===== src/rtl/pgm_pkg.sv =====
// Shared sound-mailbox constants: Z80 I/O port map and status register bit positions.
package pgm_pkg;

   localparam logic [7:0] PORT_LO   = 8'h00;
   localparam logic [7:0] PORT_HI   = 8'h01;
   localparam logic [7:0] PORT_STAT = 8'h02;

   localparam int STAT_NONEMPTY = 0;
   localparam int STAT_FULL     = 1;
   localparam int STAT_OVF      = 2;

   function automatic logic is_mbox_port(input logic [7:0] port);
      return (port == PORT_LO) || (port == PORT_HI) || (port == PORT_STAT);
   endfunction

endpackage


===== src/rtl/pgm_tgl_sync.sv =====
// Toggle-to-event crossing: 2-FF synchronizer plus edge register, one event per level change.
module pgm_tgl_sync (
   input  logic fixed_8m_clk,
   input  logic i_tgl,
   output logic o_event
);

   // Deliberately unreset so the chain follows the input level through reset.
   logic [2:0] r_sync;

   always_ff @(posedge fixed_8m_clk)
      r_sync <= {r_sync[1:0], i_tgl};

   assign o_event = r_sync[2] ^ r_sync[1];

endmodule


===== src/rtl/pgm_sound_mailbox.sv =====
// 68k <-> Z80 sound mailbox. Define PGM_SNDMBOX_FIFO_EN for a 2^DEPTH_LOG2-entry
// command FIFO; otherwise commands go through a single overwrite latch.
module pgm_sound_mailbox
   import pgm_pkg::*;
#(
   parameter int DEPTH_LOG2 = 2
) (
   input  logic        fixed_8m_clk,
   input  logic        reset,
   input  logic        m68k_wr_tgl,
   input  logic [15:0] m68k_wr_data,
   input  logic        m68k_rd_ack_tgl,
   output logic [15:0] m68k_rd_data,
   output logic        m68k_rd_valid,
   input  logic [7:0]  z_port,
   input  logic [7:0]  z_din,
   input  logic        z_iorq_n,
   input  logic        z_rd_n,
   input  logic        z_wr_n,
   output logic [7:0]  z_dout,
   output logic        z_dout_en,
   output logic        z_int_n
);

   logic        w_wr_evt, w_ack_evt;
   logic        w_io_act, w_io_stb, w_rd_stb, w_wr_stb;
   logic        w_pop, w_ovf_set, w_nonempty, w_full;
   logic [15:0] w_head;
   logic [7:0]  w_status;
   logic        r_io_prev, r_ovf, r_rd_valid;
   logic [15:0] r_reply;

   pgm_tgl_sync u_wr_sync  (.fixed_8m_clk(fixed_8m_clk), .i_tgl(m68k_wr_tgl),     .o_event(w_wr_evt));
   pgm_tgl_sync u_ack_sync (.fixed_8m_clk(fixed_8m_clk), .i_tgl(m68k_rd_ack_tgl), .o_event(w_ack_evt));

   // Act once per Z80 I/O cycle, on the first clock the strobe is seen.
   assign w_io_act = !z_iorq_n && (!z_rd_n || !z_wr_n);
   assign w_io_stb = w_io_act && !r_io_prev;
   assign w_rd_stb = w_io_stb && !z_rd_n;
   assign w_wr_stb = w_io_stb && z_rd_n && !z_wr_n;
   assign w_pop    = w_rd_stb && (z_port == PORT_HI) && w_nonempty;

`ifdef PGM_SNDMBOX_FIFO_EN
   localparam int DEPTH = 1 << DEPTH_LOG2;

   logic [15:0]           r_mem [DEPTH];
   logic [DEPTH_LOG2-1:0] r_wr_ptr, r_rd_ptr;
   logic [DEPTH_LOG2:0]   r_count;
   logic                  w_push_ok;

   assign w_nonempty = (r_count != '0);
   assign w_full     = (r_count == (DEPTH_LOG2+1)'(DEPTH));
   assign w_push_ok  = w_wr_evt && (!w_full || w_pop);
   assign w_ovf_set  = w_wr_evt && w_full && !w_pop;
   assign w_head     = w_nonempty ? r_mem[r_rd_ptr] : 16'hFFFF;

   always_ff @(posedge fixed_8m_clk)
      if (!reset && w_push_ok)
         r_mem[r_wr_ptr] <= m68k_wr_data;

   always_ff @(posedge fixed_8m_clk) begin
      if (reset) begin
         r_wr_ptr <= '0;
         r_rd_ptr <= '0;
         r_count  <= '0;
      end else begin
         if (w_push_ok) r_wr_ptr <= r_wr_ptr + DEPTH_LOG2'(1);
         if (w_pop)     r_rd_ptr <= r_rd_ptr + DEPTH_LOG2'(1);
         case ({w_push_ok, w_pop})
            2'b10:   r_count <= r_count + (DEPTH_LOG2+1)'(1);
            2'b01:   r_count <= r_count - (DEPTH_LOG2+1)'(1);
            default: r_count <= r_count;
         endcase
      end
   end
`else
   logic [15:0] r_latch;
   logic        r_valid;
   logic        w_unused;

   assign w_unused   = (DEPTH_LOG2 > 0);
   assign w_nonempty = r_valid;
   assign w_full     = r_valid;
   assign w_ovf_set  = w_wr_evt && r_valid && !w_pop;
   assign w_head     = r_valid ? r_latch : 16'hFFFF;

   always_ff @(posedge fixed_8m_clk)
      if (!reset && w_wr_evt)
         r_latch <= m68k_wr_data;

   always_ff @(posedge fixed_8m_clk) begin
      if (reset)         r_valid <= 1'b0;
      else if (w_wr_evt) r_valid <= 1'b1;
      else if (w_pop)    r_valid <= 1'b0;
   end
`endif

   // A new overflow in the same clock as a status read stays visible.
   always_ff @(posedge fixed_8m_clk) begin
      if (reset) begin
         r_io_prev  <= 1'b0;
         r_ovf      <= 1'b0;
         r_reply    <= 16'h0000;
         r_rd_valid <= 1'b0;
      end else begin
         r_io_prev <= w_io_act;
         if (w_ovf_set)
            r_ovf <= 1'b1;
         else if (w_rd_stb && (z_port == PORT_STAT))
            r_ovf <= 1'b0;
         if (w_wr_stb && (z_port == PORT_LO)) r_reply[7:0]  <= z_din;
         if (w_wr_stb && (z_port == PORT_HI)) r_reply[15:8] <= z_din;
         if (w_wr_stb && (z_port == PORT_HI))
            r_rd_valid <= 1'b1;
         else if (w_ack_evt)
            r_rd_valid <= 1'b0;
      end
   end

   always_comb begin
      w_status                = 8'h00;
      w_status[STAT_NONEMPTY] = w_nonempty;
      w_status[STAT_FULL]     = w_full;
      w_status[STAT_OVF]      = r_ovf;
   end

   always_comb begin
      z_dout    = 8'hFF;
      z_dout_en = !z_iorq_n && !z_rd_n && is_mbox_port(z_port);
      if (z_dout_en) begin
         case (z_port)
            PORT_LO: z_dout = w_head[7:0];
            PORT_HI: z_dout = w_head[15:8];
            default: z_dout = w_status;
         endcase
      end
   end

   assign m68k_rd_data  = r_reply;
   assign m68k_rd_valid = r_rd_valid;
   assign z_int_n       = !w_nonempty;

endmodule


===== config.mk =====
export PLATFORM = sky130hd
export DESIGN_NAME = pgm_sound_mailbox
export DESIGN_NICKNAME = d
export VERILOG_FILES = /design/src/rtl/pgm_pkg.sv /design/src/rtl/pgm_tgl_sync.sv /design/src/rtl/pgm_sound_mailbox.sv
export SDC_FILE = /design/constraint.sdc
export NUM_CORES = 1
export LEC_CHECK = 0
export CAP_MARGIN = 40
export CORE_MARGIN = 3
export CORE_UTILIZATION = 39
export CTS_CLUSTER_SIZE = 24
export DETAILED_ROUTE_END_ITERATION = 10
export GPL_ROUTABILITY_DRIVEN = 0
export PLACE_DENSITY_LB_ADDON = 0.1
export REMOVE_ABC_BUFFERS = 1
export SETUP_SLACK_MARGIN = 0.1
export SLEW_MARGIN = 20
export SYNTH_ARGS = -nofsm -noshare
export SYNTH_HDL_FRONTEND = slang
export SYNTH_SLANG_ARGS = --single-unit

===== constraint.sdc =====
create_clock -name fixed_8m_clk -period 1.8 [get_ports fixed_8m_clk]
set_input_delay 0.36 -clock fixed_8m_clk [delete_from_list [all_inputs] [get_ports fixed_8m_clk]]
set_output_delay 0.36 -clock fixed_8m_clk [all_outputs]
set_load 0.02 [all_outputs]

==> flow_summary.ini <==
[routing]
drcViolationCount = 0
wl_per_cell_um = 14.6
firstDrtPassIters = 4
antenna_left = 0
vias_per_cell = 4.92
routed-via-count = 1398
drt_iter0_drc = 50
wl_um = 4140

[worst_setup_path]
worstPathRequired_ps = 1440
cp_common_cell = buf_6
critPathMaxStageDelay_ps = 550
cp_top_family = simple AND/OR/NAND/NOR gates
crit_type = input port to output port
cp.arrival_ps = 1850
path_max_fanout = 2
path_cells = buf_6 -> or4_4 -> a2111oi_4 -> buf_4 -> buf_6 -> o21ai_4 -> buf_6
cp-start-kind = input port
crit_slowest_cell = or4_4
end_kind = output port
cp_num_buf_inv = 4

[synth]
ys_seq_elements = 42
yosysTopAreaCell = dfxtp_1
yosys.area.top_type_share_pct = 30.0
synth-async-reset-ratio_pct = 0
synth_area_per_cell_um2 = 12.2
ys_top_cells_by_count = dfxtp_1, nand2b_1, mux2i_1
yosysWarnings = 0
synth_cells = 142
ys_seq_area_share_pct = 57.8
synth.area.top_cells = dfxtp_1, edfxtp_1, mux2i_1, nand2b_1, mux2_2
syn_area_um2 = 1730
ys.flop_type = dfxtp_1
yosysMostFrequentCell = dfxtp_1
ys_types = 31
synth_edf_count = 16

[clock_network]
path_clk_slew_ps = 70
root_buffer = clkbuf_8
cts.sinks = 42
htree_levels = 2
insertion_delay_ps = 280
cts_tree = done
numCtsBuffers = 5
clk_path_buf_depth = 2

[timing]
hold_violations = 0
maxSlewViolCount = 0
whs_ps = 334
slew_headroom_pct = 79.5
tightest_slew_ps = 303
finalCriticalPeriod_ps = 2210
post-route-period-util_pct = 123
rsz0062_at_grt = yes
fmax_ghz = 0.452
clock_skew_ps = 2.10
setup_viol = 9
finalWorstSetupSlack_ps = -413

[final_layout]
finish.utilization_pct = 67.1
fin_area_um2 = 2780
stdcell_count = 284
layout-drive-gt1-share_pct = 28.2
n_antenna_cell = 0
area_delta_synth_final_pct = 60.5
nets = 272

[placed_design]
hpwl_um = 2990
portBuffers = 65
placed_cells = 270
place_area_um2 = 2590

[global_route]
grt_util_all_layers_pct = 16.2
antenna_found_initial = 0
grt_first_pass_wirelength_um = 6630
grt_remaining_overflow = 0
first_global_vias = 1452
grt_max_degree = 29

[floorplan]
ioPinCount = 66
initial_core_util_pct = 41.8
num_rows = 23
die_area_um2 = 5280
die_h_um = 72.7
core_um2 = 4140
die_w_um = 72.7

[run]
drv_cap = 0

[power]
power_density_nw_per_um2 = 662
ir_drop_mv = 0.565
cellLeakagePower_nw = 1.08

[min_path]
holdCritPathClass = flip-flop to flip-flop

[status]
violations = negative setup slack
status = complete, but fails checks
placed cells by master, fill, tap and decap left out, types with 2 or more instances in the layout:
master,instances
dfxtp_1,26
mux2_2,3
clkinv_2,2
buf_6,10
buf_12,2
dlygate4sd2_1,2
clkdlybuf4s15_1,2
mux2i_1,20
nor4_4,2
nand2b_1,25
or4_4,2
buf_4,24
o21ai_1,7
nor4_2,2
a21oi_1,3
nand2_1,2
edfxtp_1,16
inv_1,4
nor2_1,4
clkdlybuf4s50_1,45
clkbuf_8,5
buf_2,6
registers in the layout (all words and copies together), names as in the netlist:
signal / cells
r_ovf: 1
m68k_rd_valid: 1
r_valid: 1
u_ack_sync.r_sync: 3
m68k_rd_data: 16
r_latch: 16
u_wr_sync.r_sync: 3
r_io_prev: 1
cells by family (layout without fill, tap and decap cells):
group	after synthesis	in the layout	share of synthesized area [%]
compound gates	17	17	7.29
xor+xnor	2	2	1.01
buf+inv	12	104	3.25
flops	42	42	57.8
mux	24	24	14.1
simple gates	45	45	16.6
area by class of cell:
class / count / area, µm²
fill: 338 / 1360
sequential: 42 / 1000
timing repair buffer: 92 / 863
multi-input combinational: 88 / 757
clock buffer: 6 / 72.6
tap: 50 / 62.6
inverter: 4 / 15.0
clock inverter: 2 / 10.0
where the power goes:
group	internal [mW]	leakage (nW)	switching, mW
clock	0.269	0.0450	0.296
combinational	0.142	0.671	0.0989
sequential	1.02	0.363	0.0125
total	1.43	1.08	0.408
what timing repair did:
item,CTS,global route
gates resized for setup,85,18
hold buffers,0,0
buffers inserted,6,1
setup endpoints to repair,28,24
pin swaps,4,7
final timing paths:
kind	startpoint	to	slack (ps)	depth (start not counted)
max reg2reg	u_wr_sync.r_sync[1]	r_latch[14]	660	4
min reg2reg	u_wr_sync.r_sync[0]	u_wr_sync.r_sync[1]	330	0
max	z_port[5]	z_dout[4]	-410	7
min	u_wr_sync.r_sync[0]	u_wr_sync.r_sync[1]	330	0
per-stage QoR:
step | power [mW] | setup WS [ps] | setup TNS [ps]
final | 1.84 | -413 | -3310
after global routing | 1.93 | -458 | -3740
after CTS | 1.86 | -394 | -3090
after detailed placement | 1.28 | -1070 | -15810
after global placement | 1.28 | -1030 | -15290
after floorplan | 1.13 | -335 | -1590
layer usage:
layer  track usage [%]  wire length [µm]
met1              19.7              1700
met3              5.23               267
met4              5.53                62
met2              27.0              2110
met5                 0                 0
No activity file was read; power rests on OpenSTA's default activity.
